$ cat src/rtl/tiny_dnn_pkg.sv
// Shared types and field widths for the tiny-dnn accelerator and its layer sequencer.
package tiny_dnn_pkg;

  localparam int unsigned SS_W = 12;
  localparam int unsigned DD_W = 4;
  localparam int unsigned ID_W = 4;
  localparam int unsigned IS_W = 10;
  localparam int unsigned IH_W = 5;
  localparam int unsigned IW_W = 5;
  localparam int unsigned DS_W = 12;
  localparam int unsigned OD_W = 4;
  localparam int unsigned OS_W = 10;
  localparam int unsigned OH_W = 5;
  localparam int unsigned OW_W = 5;
  localparam int unsigned FS_W = 10;
  localparam int unsigned KS_W = 10;
  localparam int unsigned KH_W = 5;
  localparam int unsigned KW_W = 5;

  // Shape fields from MSB down, then the four flags in the low bits.
  typedef struct packed {
    logic [SS_W-1:0] ss;
    logic [DD_W-1:0] dd;
    logic [ID_W-1:0] id;
    logic [IS_W-1:0] is;
    logic [IH_W-1:0] ih;
    logic [IW_W-1:0] iw;
    logic [DS_W-1:0] ds;
    logic [OD_W-1:0] od;
    logic [OS_W-1:0] os;
    logic [OH_W-1:0] oh;
    logic [OW_W-1:0] ow;
    logic [FS_W-1:0] fs;
    logic [KS_W-1:0] ks;
    logic [KH_W-1:0] kh;
    logic [KW_W-1:0] kw;
    logic            backprop;
    logic            enbias;
    logic            has_w;
    logic            has_b;
  } layer_desc_t;

  localparam int unsigned DESC_W = $bits(layer_desc_t);

  typedef enum logic [2:0] {
    StIdle,
    StFetch,
    StWload,
    StBload,
    StRun,
    StGap,
    StDone
  } seq_state_e;

endpackage

$ cat src/rtl/layer_desc_ram.sv
// Layer descriptor table: synchronous write port, registered read port.
module layer_desc_ram #(
  parameter int unsigned L_MAX = 8,
  parameter int unsigned LA_W  = 3,
  parameter int unsigned DW    = 110
) (
  input  logic            clk_i,
  input  logic            we_i,
  input  logic [LA_W-1:0] waddr_i,
  input  logic [DW-1:0]   wdata_i,
  input  logic [LA_W-1:0] raddr_i,
  output logic [DW-1:0]   rdata_o
);

  logic [DW-1:0] mem_q [L_MAX];
  logic [DW-1:0] rdata_q;

  always_ff @(posedge clk_i) begin
    if (we_i) begin
      mem_q[waddr_i] <= wdata_i;
    end
    rdata_q <= mem_q[raddr_i];
  end

  assign rdata_o = rdata_q;

endmodule

$ cat src/rtl/layer_seq.sv
// Multi-layer sequencer: walks a descriptor table and drives the accelerator's
// per-layer mode strobes and shape fields, advancing on observed stream handshakes.
module layer_seq
  import tiny_dnn_pkg::*;
#(
  parameter int unsigned L_MAX = 8,
  parameter int unsigned LA_W  = 3
) (
  input  logic              clk,
  input  logic              rst,
  input  logic              cfg_we,
  input  logic [LA_W-1:0]   cfg_addr,
  input  logic [DESC_W-1:0] cfg_data,
  input  logic [LA_W:0]     num_layers,
  input  logic              start,
  input  logic              abort,
  output logic              busy,
  output logic              done,
  output logic [LA_W-1:0]   cur_layer,
  output logic              backprop,
  output logic              enbias,
  output logic              run,
  output logic              wwrite,
  output logic              bwrite,
  output logic [SS_W-1:0]   ss,
  output logic [DD_W-1:0]   dd,
  output logic [ID_W-1:0]   id,
  output logic [IS_W-1:0]   is,
  output logic [IH_W-1:0]   ih,
  output logic [IW_W-1:0]   iw,
  output logic [DS_W-1:0]   ds,
  output logic [OD_W-1:0]   od,
  output logic [OS_W-1:0]   os,
  output logic [OH_W-1:0]   oh,
  output logic [OW_W-1:0]   ow,
  output logic [FS_W-1:0]   fs,
  output logic [KS_W-1:0]   ks,
  output logic [KH_W-1:0]   kh,
  output logic [KW_W-1:0]   kw,
  input  logic              src_valid,
  input  logic              src_ready,
  input  logic              src_last,
  input  logic              dst_valid,
  input  logic              dst_ready,
  input  logic              dst_last
);

  localparam logic [LA_W:0] LMax = (LA_W+1)'(L_MAX);

  seq_state_e        state_q, state_d;
  logic [LA_W:0]     cnt_q, cnt_d, n_q, n_d, cnt_inc;
  logic              abort_q, abort_d;
  layer_desc_t       desc_q, desc_d, rd_desc;
  logic [DESC_W-1:0] rd_data;
  logic [LA_W-1:0]   rd_addr;
  logic [LA_W-1:0]   cur_layer_q, cur_layer_d;
  logic              busy_q, busy_d, done_q, done_d;
  logic              wwrite_q, wwrite_d, bwrite_q, bwrite_d, run_q, run_d;
  logic              src_hs, dst_hs;
  logic              unused_has_w;

  assign src_hs  = src_valid & src_ready & src_last;
  assign dst_hs  = dst_valid & dst_ready & dst_last;
  assign cnt_inc = cnt_q + (LA_W+1)'(1);

  // Read is issued one cycle ahead of FETCH: layer 0 from IDLE, next layer from GAP.
  assign rd_addr = (state_q == StGap) ? cnt_inc[LA_W-1:0] : '0;
  assign rd_desc = layer_desc_t'(rd_data);

  layer_desc_ram #(
    .L_MAX (L_MAX),
    .LA_W  (LA_W),
    .DW    (DESC_W)
  ) u_ram (
    .clk_i   (clk),
    .we_i    (cfg_we & (state_q == StIdle)),
    .waddr_i (cfg_addr),
    .wdata_i (cfg_data),
    .raddr_i (rd_addr),
    .rdata_o (rd_data)
  );

  always_ff @(posedge clk) begin
    if (rst) begin
      state_q <= StIdle;
    end else begin
      state_q <= state_d;
    end
  end

  always_comb begin
    state_d = state_q;
    cnt_d   = cnt_q;
    n_d     = n_q;
    abort_d = abort_q;
    unique case (state_q)
      StIdle: begin
        if (start) begin
          n_d     = (num_layers > LMax) ? LMax : num_layers;
          cnt_d   = '0;
          abort_d = 1'b0;
          state_d = (num_layers == '0) ? StDone : StFetch;
        end
      end
      StFetch: begin
        if (rd_desc.has_w)      state_d = StWload;
        else if (rd_desc.has_b) state_d = StBload;
        else                    state_d = StRun;
      end
      StWload: if (src_hs) state_d = desc_q.has_b ? StBload : StRun;
      StBload: if (src_hs) state_d = StRun;
      StRun:   if (dst_hs) state_d = StGap;
      StGap: begin
        cnt_d   = cnt_inc;
        state_d = (abort_q || abort || cnt_inc >= n_q) ? StDone : StFetch;
      end
      StDone:  state_d = StIdle;
      default: state_d = StIdle;
    endcase
    if (abort && (state_q == StFetch || state_q == StWload ||
                  state_q == StBload || state_q == StRun)) begin
      state_d = StGap;
      abort_d = 1'b1;
    end
  end

  // Output registers are loaded from the next state so every output is a flop.
  always_comb begin
    desc_d      = (state_q == StFetch) ? rd_desc : desc_q;
    cur_layer_d = cur_layer_q;
    if (state_d == StFetch) begin
      cur_layer_d = (state_q == StGap) ? cnt_inc[LA_W-1:0] : '0;
    end
    busy_d   = (state_d != StIdle);
    done_d   = (state_d == StDone);
    wwrite_d = (state_d == StWload);
    bwrite_d = (state_d == StBload);
    run_d    = (state_d == StRun);
  end

  always_ff @(posedge clk) begin
    if (rst) begin
      cnt_q       <= '0;
      n_q         <= '0;
      abort_q     <= 1'b0;
      desc_q      <= '0;
      cur_layer_q <= '0;
      busy_q      <= 1'b0;
      done_q      <= 1'b0;
      wwrite_q    <= 1'b0;
      bwrite_q    <= 1'b0;
      run_q       <= 1'b0;
    end else begin
      cnt_q       <= cnt_d;
      n_q         <= n_d;
      abort_q     <= abort_d;
      desc_q      <= desc_d;
      cur_layer_q <= cur_layer_d;
      busy_q      <= busy_d;
      done_q      <= done_d;
      wwrite_q    <= wwrite_d;
      bwrite_q    <= bwrite_d;
      run_q       <= run_d;
    end
  end

  assign unused_has_w = desc_q.has_w;

  assign busy      = busy_q;
  assign done      = done_q;
  assign cur_layer = cur_layer_q;
  assign wwrite    = wwrite_q;
  assign bwrite    = bwrite_q;
  assign run       = run_q;
  assign backprop  = desc_q.backprop;
  assign enbias    = desc_q.enbias;
  assign ss        = desc_q.ss;
  assign dd        = desc_q.dd;
  assign id        = desc_q.id;
  assign is        = desc_q.is;
  assign ih        = desc_q.ih;
  assign iw        = desc_q.iw;
  assign ds        = desc_q.ds;
  assign od        = desc_q.od;
  assign os        = desc_q.os;
  assign oh        = desc_q.oh;
  assign ow        = desc_q.ow;
  assign fs        = desc_q.fs;
  assign ks        = desc_q.ks;
  assign kh        = desc_q.kh;
  assign kw        = desc_q.kw;

endmodule

$ cat config.mk
export PLATFORM = sky130hd
export DESIGN_NAME = layer_seq
export DESIGN_NICKNAME = d
export VERILOG_FILES = /design/src/rtl/tiny_dnn_pkg.sv /design/src/rtl/layer_desc_ram.sv /design/src/rtl/layer_seq.sv
export SDC_FILE = /design/constraint.sdc
export NUM_CORES = 1
export LEC_CHECK = 0
export CORE_UTILIZATION = 45
export CTS_BUF_LIST = sky130_fd_sc_hd__clkbuf_16
export DETAILED_ROUTE_END_ITERATION = 8
export PLACE_DENSITY = 0.63
export REMOVE_ABC_BUFFERS = 1
export SLEW_MARGIN = 10
export SYNTH_ARGS = -nofsm -noshare
export SYNTH_HDL_FRONTEND = slang
export SYNTH_SLANG_ARGS = --single-unit
$ cat constraint.sdc
create_clock -name clk -period 9.3 [get_ports clk]
set_clock_uncertainty 0.05 [all_clocks]
set_input_delay 1.395 -clock clk [delete_from_list [all_inputs] [get_ports clk]]
set_output_delay 1.395 -clock clk [all_outputs]
set_load 0.01 [all_outputs]
---- Word-level counts from Yosys, hierarchy flattened ----
Memories as Yosys holds them, arrays and structs flattened. A register that Yosys moved wholly into a read port is not among the register bits.
Index checks and enable logic that the tools add are counted.
cells by class
  $add $sub $neg .......................... 1
  magnitude comparators ................... 2
  eq/ne operators ......................... 11
  multiplexer cells ....................... 20
  bitwise logic cells ..................... 5
  reductions and logical operators ........ 15
operators with widths
  operator                                              count
  two-way mux 3 bit                                     11
  one-hot mux 3 bit (6 select lines)                    1
  equality test 3 x 2 -> 1 bit (second input constant)  4
  equality test 3 bit (second input constant)           4
  two-way mux 4 bit                                     2
  one-hot mux 4 bit (2 select lines)                    1
  equality test 3 x 1 -> 1 bit (second input constant)  2
  AND reduction 2 bit                                   3
  nonzero test 2 bit                                    3
  bitwise AND 1 bit                                     5
  logical OR 1 bit                                      5
  two-way mux 1 bit                                     5
  adder 4 x 1 -> 4 bit (second input constant)          1
  >= comparator 4 bit                                   1
  > comparator 4 bit (second input constant)            1
  logical NOT 4 bit                                     1
  logical NOT 3 bit                                     1
  nonzero test 3 bit                                    1
  inequality test 2 bit (second input constant)         1
  logical AND 1 bit                                     1
storage, ports and cells
  register bits ........................... 129
  bits in writable memories ............... 880
  input bits .............................. 128
  output and inout bits ................... 116
  memories ................................ 1
memories
  memory       words  width  rd ports  clocked after Yosys merged registers in  write ports  line                  RTL
  u_ram.mem_q  8      110    1         1                                        1            layer_desc_ram.sv:15  logic [DW-1:0] mem_q [L_MAX];

---- Logic depth before layout (Yosys ltp) ----
  word-level depth ........................ 7
  depth in mapped cells ................... 11

---- Hierarchy ----
A second synthesis with hierarchy kept.
unflattened totals
  cell total of the unflattened synthesis .. 2,099
  area total of the unflattened synthesis .. 41,623.7 um2
by module, submodules not included
  module          instances  cells an instance  area an instance (um2)  seq. area each (um2)
  layer_desc_ram  1          1,394              35,979.5                28,627.5
  layer_seq       1          705                5,644.2                 2,582.5

---- Worst setup path after synthesis ----
Ideal clock, no wire load.
  path type ............................... input to register
  start ................................... in cfg_addr[0]
  end ..................................... mem u_ram.mem_q[0][0] (enable)
  setup time .............................. 0.715 ns
  arrival time ............................ 9.047 ns
  path slack .............................. -0.512 ns
  stages .................................. 2
  cells stage by stage .................... nand3b_1 > nor3_1
RTL lines
  what         line                  RTL
  from (decl)  layer_seq.sv:12       input logic [LA_W-1:0] cfg_addr,
  to (decl)    layer_desc_ram.sv:15
No word-level cell before the write port.

---- Worst setup path after layout ----
  start ................................... reg cnt_q[0]
  end ..................................... reg u_ram.rdata_q[41], in the netlist u_ram.rdata_o[41] (read register of u_ram.mem_q)
between the ends
  word-level cells in the longest chain between the ends .. 2
ends and longest elaborated chain
  what                    line                  RTL
  from (decl)             layer_seq.sv:51       logic [LA_W:0] cnt_q, cnt_d, n_q, n_d, cnt_inc;
  from (signal assigned)  layer_seq.sv:154      cnt_q <= cnt_d;
  adder 4 x 1 -> 4 bit    layer_seq.sv:64       assign cnt_inc = cnt_q + (LA_W+1)'(1);
  two-way mux 3 bit       layer_seq.sv:67       assign rd_addr = (state_q == StGap) ? cnt_inc[LA_W-1:0] : '0;
  to (decl)               layer_desc_ram.sv:16  logic [DW-1:0] rdata_q;
Every way passes these cells.
A chain may end at the register's enable or synchronous reset.

==> impl_metrics.toml <==
[outcome]
status = "completed"

[timing]
setup_viol = 0
final_max_slew_viol_count = 0
hold_viol_final = 0
fin_hold_ws_ns = 0.3818
setup_tns_ns = 0
slew_headroom = 0.2060
rsz0062_at_grt = "false"
fmax_ghz = 0.2075
period_minus_slack_ns = 4.820
worst_pin_slew_ns = 1.191
fin_crit_sh = 0.5182

[detailed_routing]
via_per_inst = 5.451
antenna_left = 0
drtPass1Iterations = 6
drcViolationCount = 0
drtIter0Drc = 1957
wire_per_inst_um = 22.09
dr_total_vias = 24080
wirelength_mm = 97.58

[cts]
cts.clk_slew.worst_paths_ns = 0.06
root_buffer = "clkbuf_16"
postCtsSetupRepairBufs = 0
cts_sinks = 1119
cts_htree_levels = 3
cts_tree = "yes"
cts_buffers = 111
ctsHoldBuffers = 0
cts_resized = 0
clock_latency_ns = 0.68
clk_path_buf_depth = 3

[setup_path]
critPathMaxStageDelay_ns = 0.90
cpMostUsedCell = "buf_4"
path_max_fanout = 59
critPathLaunchType = "flip-flop"
worstPathRequired_ns = 9.80
criticalPathCategory = "reg -> reg"
cp_cell_sequence = "ha_1 > xor2_4 > and2_4 > buf_4 > buf_4 > mux2i_1 > o21ai_0 > a21o_1"
slowest_stage = "xor2_4"
arrival_ns = 5.32
cp-end-kind = "flip-flop"

[power_and_ir_drop]
pwr-share-comb = 0.131
vdd_drop_max_mv = 0.1901
internal_power_w = 0.008850
p_leak_nw = 16.37
p_total_w = 0.01186
power.density_mw_per_mm2 = 247.0
net-switching-power_w = 0.003008
seqPwrFrac = 0.510
p_sw_frac = 0.2537
clkPwrFrac = 0.359

[grt]
grt_pass1_wl_mm = 147.9
grt_max_degree = 221
track_usage = 0.2062
antenna_found_initial = 14
grt_pass1_vias = 24270
grt_overflow_total = 0

[cells_and_area]
post_route_cells_drive_above_1_share = 0.08231
finalNetCount = 3205
areaGrowthSynthToFinish_pct = 14.75
multi_input_area_mm2 = 0.008964
seq_area_mm2 = 0.03121
fillers = 7473

[yosys]
netlist_instances = 2989
ys_seq_area_frac = 0.7461
synth_top_area_cell = "edfxtp_1"
ys_types = 47
synth_area_mm2 = 0.04183
postSynth.asyncResetShare = 0
yosys-top-cells-area = "edfxtp_1 (63%), dfxtp_1 (11%), nand2_1 (6.0%)"
synth.top_cell.area_share = 0.6317
synth_edf_count = 880
yosysWarnings = 0
synth_seq_cells = 1119
yosys_most_used_dff = "edfxtp_1"
avgSynthCellArea_um2 = 14.00

[floorplan]
rows = 111
die_h_um = 306.9
dieArea_mm2 = 0.09418
start_util = 0.4557
core_mm2 = 0.09180
io_pins = 244
die_x_um = 306.9

[placed_design]
globalplace.congestion = 0.7555
hpwl_mm = 50.41
port_buffers = 243

[worst_hold_path]
hp-class = "reg -> reg"

[run]
cap_violations = 0
## cells in the final DEF, fill, tap and decap left out, types with 5 or more instances in the layout
cell type / Yosys / layout
ha_1: 5 / 5
clkbuf_16: 0 / 112
nor2_1: 22 / 16
a21oi_1: 121 / 121
clkdlybuf4s50_1: 0 / 242
nand3b_1: 6 / 6
nand2_1: 672 / 670
bufinv_16: 0 / 8
a21o_1: 81 / 81
mux2_2: 53 / 53
buf_4: 112 / 26
and3_1: 82 / 82
dfxtp_1: 239 / 238
o22ai_1: 31 / 31
edfxtp_1: 880 / 880
mux2_4: 5 / 5
nand3_1: 91 / 91
mux2i_1: 86 / 86
buf_12: 0 / 5
o21ai_0: 109 / 109
o221ai_1: 81 / 81
o21ai_1: 5 / 5
clkinv_2: 0 / 17
nor2_4: 0 / 6
a311oi_1: 81 / 81
clkinv_1: 0 / 34
inv_1: 4 / 30
## flip-flops by register name (all words and copies together) (netlist names), 5 cells and up
name and count:
u_ram.mem_q 880, u_ram.rdata_o 110, ds 12, ss 12, fs 10, is 10, ks 10, os 10
ih 5, iw 5, kh 5, kw 5, oh 5, ow 5
## worst paths after layout
kind                                   from                        end  depth (start not counted)  slack [ns]
hold reg to reg   u_ram.rdata_o[87]$_DFF_P_         is[7]$_SDFFE_PP0P_                          2        0.38
hold / removal    u_ram.rdata_o[87]$_DFF_P_         is[7]$_SDFFE_PP0P_                          2        0.38
setup reg to reg      cnt_q[0]$_SDFFE_PP0P_  u_ram.rdata_o[41]$_DFF_P_                          8        4.48
setup / recovery      cnt_q[0]$_SDFFE_PP0P_  u_ram.rdata_o[41]$_DFF_P_                          8        4.48
## critical path, delay by kind of cell, from the launching register on
family | cells | cell delay (ns)
buffers and inverters | 2 | 1.22
XOR/XNOR | 1 | 0.90
flip-flops | 1 | 0.80
AND/OR/NAND/NOR | 1 | 0.67
adder cells (fa/ha/maj) | 1 | 0.41
AO/OA/AOI/OAI | 2 | 0.29
multiplexers | 1 | 0.29
## final cells by class
class                      count  area share
tap                         1243     0.03240
antenna                        3   0.0001564
sequential                  1119      0.6503
clock inverter               100     0.01486
clock buffer                 112     0.05839
inverter                       4   0.0003128
multi-input combinational   1562      0.1867
timing repair buffer         274     0.05685
## power by group through the flow
stage	clock [W]	sequential [W]	combinational [W]
after CTS	0.00435	0.00605	0.00158
after global routing	0.00455	0.00609	0.00171
after detailed placement	0	0.00616	0.00157
after global placement	0	0.00614	0.00154
after floorplan	0	0.00620	0.000805
final	0.00426	0.00605	0.00155
## cells by family after synthesis
kind of cell | synth area share
fa+ha+maj | 0.001496
xor+xnor | 0.0006282
simple gates | 0.08994
flops | 0.7461
compound gates | 0.08285
mux | 0.03664
buf+inv | 0.04235
## synthesized netlist by cell type (24+ instances only)
cell type,count
clkbuf_1,142
buf_2,24
edfxtp_1,880
mux2_2,53
and3_1,82
dfxtp_1,239
o22ai_1,31
mux2i_1,86
a21oi_1,121
a311oi_1,81
o221ai_1,81
nand2_1,672
nand3_1,91
buf_4,112
o21ai_0,109
a21o_1,81
## routing by layer
metal / track usage / routed length, µm
met5: 0 / 151
met1: 0.2786 / 42770
met3: 0.04321 / 6030
met2: 0.3403 / 46800
met4: 0.05128 / 1828
## per-stage QoR
step	cell area, µm²	utilization	worst slack (ns)	std cells
floorplan	40070	-	-2.631	2685
global placement	44480	0.4845	4.536	4202
detailed placement	44480	0.4845	4.414	4202
CTS	47990	0.5228	4.394	4414
global route	47990	0.5228	4.248	4415
finish	48000	0.5229	4.480	4417
(Power assumes the default switching activity.)
